<file path="src/rtl/pgm_ddram_arbiter.sv">
// rtl/pgm_ddram_arbiter.sv - DDRAM front-end: multi-channel 64-bit line reads with per-channel line buffers, plus loader writes
module pgm_ddram_arbiter #(
    parameter int NUM_CH  = 3,
    parameter int AW      = 29,
    parameter int RR_MODE = 1
) (
    input  logic                 fixed_50m_clk,
    input  logic                 reset_n,
    input  logic [NUM_CH-1:0]    ch_req,
    input  logic [NUM_CH*AW-1:0] ch_addr,
    output logic [NUM_CH-1:0]    ch_ack,
    output logic [NUM_CH*64-1:0] ch_data,
    input  logic                 ld_active,
    input  logic                 ld_we,
    input  logic [26:0]          ld_addr,
    input  logic [15:0]          ld_din,
    output logic                 ld_ready,
    output logic                 ddram_rd,
    output logic                 ddram_we,
    output logic [AW-1:0]        ddram_addr,
    output logic [63:0]          ddram_din,
    output logic [7:0]           ddram_be,
    input  logic [63:0]          ddram_dout,
    input  logic                 ddram_busy,
    input  logic                 ddram_dout_ready
);
    localparam int GW = (NUM_CH > 1) ? $clog2(NUM_CH) : 1;

    typedef enum logic [1:0] {S_IDLE, S_ISSUE, S_WAIT, S_WRITE} state_t;

    state_t                 state_q;
    logic [GW-1:0]          grant_q;
    logic [GW-1:0]          last_grant_q;
    logic [NUM_CH-1:0]      ch_ack_q;
    logic [NUM_CH*64-1:0]   ch_data_q;
    logic [NUM_CH-1:0]      valid_q;
    logic [AW-1:0]          tag_q [NUM_CH];
    logic                   ld_ready_q;
    logic [23:0]            whr_addr_q;
    logic [15:0]            whr_din_q;
    logic [1:0]             whr_lane_q;
    logic                   rd_q;
    logic                   we_q;
    logic [AW-1:0]          addr_q;
    logic [63:0]            din_q;
    logic [7:0]             be_q;
    logic                   ld_active_q;
    logic                   clr_pend_q;

    logic [NUM_CH-1:0]      elig_d;
    logic [NUM_CH-1:0]      hit_d;
    logic [GW-1:0]          hit_idx_d;
    logic [GW-1:0]          gnt_d;
    logic [7:0]             lane_be_d;
    logic                   ld_rise_d;
    logic                   unused_addr_bit;

    assign unused_addr_bit = ld_addr[0];
    assign ld_rise_d       = ld_active & ~ld_active_q;
    // A channel whose ack is on the wire this cycle is still holding req; skip it.
    assign elig_d          = ch_req & ~ch_ack_q & {NUM_CH{~ld_active}};

    always_comb begin
        int idx;
        idx       = 0;
        hit_d     = '0;
        hit_idx_d = '0;
        gnt_d     = '0;
        for (int i = NUM_CH - 1; i >= 0; i--) begin
            hit_d[i] = elig_d[i] && valid_q[i] && (tag_q[i] == ch_addr[i*AW +: AW]);
            if (hit_d[i]) hit_idx_d = GW'(i);
            if (RR_MODE == 0 && elig_d[i]) gnt_d = GW'(i);
        end
        // Round-robin: scan downward so the closest channel after last_grant wins.
        if (RR_MODE != 0) begin
            for (int k = NUM_CH; k >= 1; k--) begin
                idx = int'(last_grant_q) + k;
                if (idx >= NUM_CH) idx = idx - NUM_CH;
                if (elig_d[idx]) gnt_d = GW'(idx);
            end
        end
    end

    always_comb begin
        lane_be_d = 8'h03;
        case (whr_lane_q)
            2'd0: lane_be_d = 8'h03;
            2'd1: lane_be_d = 8'h0C;
            2'd2: lane_be_d = 8'h30;
            2'd3: lane_be_d = 8'hC0;
            default: lane_be_d = 8'h03;
        endcase
    end

    always_ff @(posedge fixed_50m_clk or negedge reset_n) begin
        if (!reset_n) begin
            state_q      <= S_IDLE;
            grant_q      <= '0;
            last_grant_q <= GW'(NUM_CH - 1);
            ch_ack_q     <= '0;
            ch_data_q    <= '0;
            valid_q      <= '0;
            for (int i = 0; i < NUM_CH; i++) tag_q[i] <= '0;
            ld_ready_q   <= 1'b1;
            whr_addr_q   <= '0;
            whr_din_q    <= '0;
            whr_lane_q   <= '0;
            rd_q         <= 1'b0;
            we_q         <= 1'b0;
            addr_q       <= '0;
            din_q        <= '0;
            be_q         <= 8'hFF;
            ld_active_q  <= 1'b0;
            clr_pend_q   <= 1'b0;
        end else begin
            ld_active_q <= ld_active;
            ch_ack_q    <= '0;
            if (ld_rise_d) begin
                valid_q <= '0;
                if (state_q == S_ISSUE || state_q == S_WAIT) clr_pend_q <= 1'b1;
            end
            if (ld_we && ld_ready_q) begin
                whr_addr_q <= ld_addr[26:3];
                whr_lane_q <= ld_addr[2:1];
                whr_din_q  <= ld_din;
                ld_ready_q <= 1'b0;
            end
            case (state_q)
                S_IDLE: begin
                    if (!ld_ready_q) begin
                        we_q    <= 1'b1;
                        addr_q  <= AW'(whr_addr_q);
                        din_q   <= {4{whr_din_q}};
                        be_q    <= lane_be_d;
                        state_q <= S_WRITE;
                    end else if (|hit_d) begin
                        ch_ack_q[hit_idx_d] <= 1'b1;
                    end else if (|elig_d) begin
                        grant_q <= gnt_d;
                        addr_q  <= ch_addr[int'(gnt_d)*AW +: AW];
                        rd_q    <= 1'b1;
                        state_q <= S_ISSUE;
                    end
                end
                S_ISSUE: begin
                    if (!ddram_busy) begin
                        rd_q    <= 1'b0;
                        state_q <= S_WAIT;
                    end
                end
                S_WAIT: begin
                    if (ddram_dout_ready) begin
                        ch_data_q[int'(grant_q)*64 +: 64] <= ddram_dout;
                        tag_q[grant_q]    <= addr_q;
                        // A loader start seen during the read leaves the fresh line invalid.
                        valid_q[grant_q]  <= !(clr_pend_q || ld_rise_d);
                        ch_ack_q[grant_q] <= 1'b1;
                        last_grant_q      <= grant_q;
                        clr_pend_q        <= 1'b0;
                        state_q           <= S_IDLE;
                    end
                end
                S_WRITE: begin
                    if (!ddram_busy) begin
                        we_q       <= 1'b0;
                        valid_q    <= '0;
                        ld_ready_q <= 1'b1;
                        state_q    <= S_IDLE;
                    end
                end
                default: state_q <= S_IDLE;
            endcase
        end
    end

    assign ch_ack     = ch_ack_q;
    assign ch_data    = ch_data_q;
    assign ld_ready   = ld_ready_q;
    assign ddram_rd   = rd_q;
    assign ddram_we   = we_q;
    assign ddram_addr = addr_q;
    assign ddram_din  = din_q;
    assign ddram_be   = be_q;
endmodule
</file>
<file path="config.mk">
export PLATFORM = sky130hd
export DESIGN_NAME = pgm_ddram_arbiter
export DESIGN_NICKNAME = d
export VERILOG_FILES = /design/src/rtl/pgm_ddram_arbiter.sv
export SDC_FILE = /design/constraint.sdc
export NUM_CORES = 1
export LEC_CHECK = 0
export CORE_AREA = 2 2 197 199
export CTS_CLUSTER_SIZE = 10
export DETAILED_ROUTE_END_ITERATION = 10
export DIE_AREA = 0 0 199 201
export GPL_TIMING_DRIVEN = 1
export PLACE_DENSITY_LB_ADDON = 0.15
export SETUP_SLACK_MARGIN = 0.02
export SLEW_MARGIN = 15
export SYNTH_ARGS = -nofsm -noshare
export SYNTH_HDL_FRONTEND = slang
export SYNTH_SLANG_ARGS = --single-unit
</file>
<file path="constraint.sdc">
create_clock -name fixed_50m_clk -period 2.48 [get_ports fixed_50m_clk]
set_clock_uncertainty 0.1 [all_clocks]
set_input_delay 0.496 -clock fixed_50m_clk [delete_from_list [all_inputs] [get_ports fixed_50m_clk]]
set_output_delay 0.496 -clock fixed_50m_clk [all_outputs]
set_load 0.03 [all_outputs]
</file>
==> reports/metrics.csv, run 1 <==
metric,value,unit
status,"complete, no violations",
antenna violations before repair,6,
Static Leak,10.4,nW
Mapped Nets,1434,
Final setup viols,0,
Die H,201,microns
Core Area,38100,sq um
cell type with the largest total area after synthesis,dfrtp_1,
Mapped Avg Cell Area,13.6,sq um
Yosys warning count,0,
crit start category,flip-flop,
Worst-path clk slew,0.06,ns
CTS Sinks,387,
Root Buffer,clkbuf_16,
"Slew Viols, Final",0,
register area share after synthesis,58.4,%
RSZ-0062 raised after global routing,yes,
# placed instances,2174,
Initial Util,43.6,%
Post-synth EDFFs,0,
Worst Path Arrival,2.83,ns
drt drc,0,
largest net degree at the start of global routing,67,
fin nets,1923,
overall routed net length,54100,microns
CP Capture Type,flip-flop,
fmax,410,MHz
TNS Setup,0,ns
Netlist cell types,52,
critical path type,reg2reg,
H-tree levels,2,
first-pass GRT wire length,81100,microns
I/O pin total,502,
P&R area growth vs syn,44.3,%
fin cells,2248,
TritonCTS buffer count,46,
"Clk Latency, worst-skew pair",0.57,ns
peak supply drop,0.974,mV
Yosys top cell area share,57.4,%
fill count,2992,
CP max FO,8,
Die Span X,199,microns
row count,72,
DP HPWL,37400,microns
"Power, Total",30.2,mW
Max Root-Sink Buffers,3,
power per cell area,1260,nW/um^2
total track usage,26.9,%
Initial DRC Count,746,
Hold Fails Final Rpt,0,
Cells after Synth,1219,
placer congestion estimate,0.831,
Area contributors post-synth,"dfrtp_1, a22o_1, mux2_2, xnor2_1, buf_4",
die area,40000,sq um
fin crit share,98.3,%
Hold Path Class,in2async,
WP data required,2.87,ns
Vias/cell,5.52,
maxcap violations,0,
share of post-route cells with drive strength above 1,20.4,%
Reg2Reg Depth,8,
count of input and output buffers,500,
DRT antenna net count,0,
Final min period,2.44,ns
"Core Util, Final",62.8,%
Mapped Area,16600,sq um
Vias,12402,
"commonest non-fill, non-tap cells in the layout","clkdlybuf4s50_1, dfrtp_1, a22o_1",
Slew Limit Headroom,66.1,%
"FFs w/ async S/R, synth",100,%
gr ovfl total,0,
vias in the first global route,13071,
ys flop type,dfrtp_1,
CTS tree,done,
"most common cell after layout, fill and taps aside",clkdlybuf4s50_1,
#FFs+latches synth,387,
Routed wire per std cell,24.1,microns
first drt pass iteration count,5,
Least-Margin Pin Slew,0.509,ns
[worst max-delay path, cell delays in order (launching register included)]
cell and delay (ns):
dfstp_2 0.56, inv_4 0.05, ha_4 0.28, o21ai_2 0.05, a221o_2 0.54, buf_12 0.22
mux2i_4 0.19, a2bb2oi_2 0.17, o221a_1 0.21
[kinds of logic (layout without fill, tap and decap cells)]
kind of cell	after synthesis	in the layout	share of synthesized area [%]
flops	387	387	58.4
simple gates	121	121	4.39
mux	177	177	11.8
buf+inv	141	648	4.87
fa+ha+maj	12	12	0.904
xor+xnor	87	87	4.59
compound gates	294	294	15.1
other cells	0	4	0
[state kept, by name, indices dropped and copies added (netlist names), 3 cells and up]
name / cells
ddram_be: 4
ddram_din: 16
valid_q: 3
whr_addr_q: 24
tag_q: 87
ch_ack: 3
ch_data: 192
ddram_addr: 29
whr_din_q: 16
[cell usage after synthesis (13+ instances only)]
cell type and number:
dfrtp_1 381, o21ai_0 14, or2_2 24, o221a_1 20
clkbuf_1 40, a2bb2oi_1 24, a22o_1 193, buf_2 25
mux2i_1 31, xnor2_1 75, mux2_2 145, nand4_1 16
nor2_1 13, nand2_1 27, buf_4 52
[power breakdown]
part | leakage, nW | total [mW] | switching (mW) | internal [mW]
clock | 0.648 | 6.13 | 2.51 | 3.62
combinational | 4.76 | 13.7 | 7.21 | 6.47
sequential | 4.99 | 10.4 | 1.79 | 8.62
[through the flow]
stage,hold WS [ns],area [sq um],worst slack [ns]
after floorplan,0.100,16600,0.251
after global placement,0.377,22300,-0.651
after detailed placement,0.385,22300,-0.675
after CTS,0.376,23700,0.0303
after global routing,0.385,23900,-0.0307
final,0.374,23900,0.0410
[layer usage]
layer  GRT usage, %  wire length [microns]  vias to the layer above
li1               -                      -                     5427
met1           34.9                  22300                     6369
met2           43.0                  25900                      494
met3           6.65                   4010                      108
met4           11.4                   1840                        4
met5              0                     33                        -
[final timing paths]
kind / start / end / slack [ns]
worst max-delay path: last_grant_q[1] / ddram_addr[8] / 0.04
worst min-delay path: reset_n / ddram_addr[4] / 0.37
worst max register to register: last_grant_q[1] / ddram_addr[8] / 0.04
worst min register to register: ddram_be[3] / ddram_be[3] / 0.39
max in group asynchronous: reset_n / ddram_be[6] / 1.15
min in group fixed_50m_clk: ddram_be[3] / ddram_be[3] / 0.39
[repair_timing]
item,4_1_cts,5_1_grt
endpoints found under the setup margin,26,35
resized for setup,3,35
cloned,0,2
pin swaps,1,9
hold buffers,1,0
hold endpoints to repair,43,0
buffers inserted,0,1
[area by class of cell]
class	count	area (sq um)	share of cell area (%)
inverter	11	43.8	0.183
timing repair buffer	571	5890	24.6
tap	518	648	2.71
clock buffer	64	1310	5.48
antenna	4	10.0	0.0418
multi-input combinational	691	6330	26.5
sequential	387	9690	40.5
clock inverter	2	13.8	0.0575
Power figures use the tool's default switching activity.
==> inputs of run 2 (changes only) <==
HOLD_SLACK_MARGIN = 0.12   (was not set)
==> results of run 2 <==
No change in the layout: final DEF, timing and power equal those of run 1.
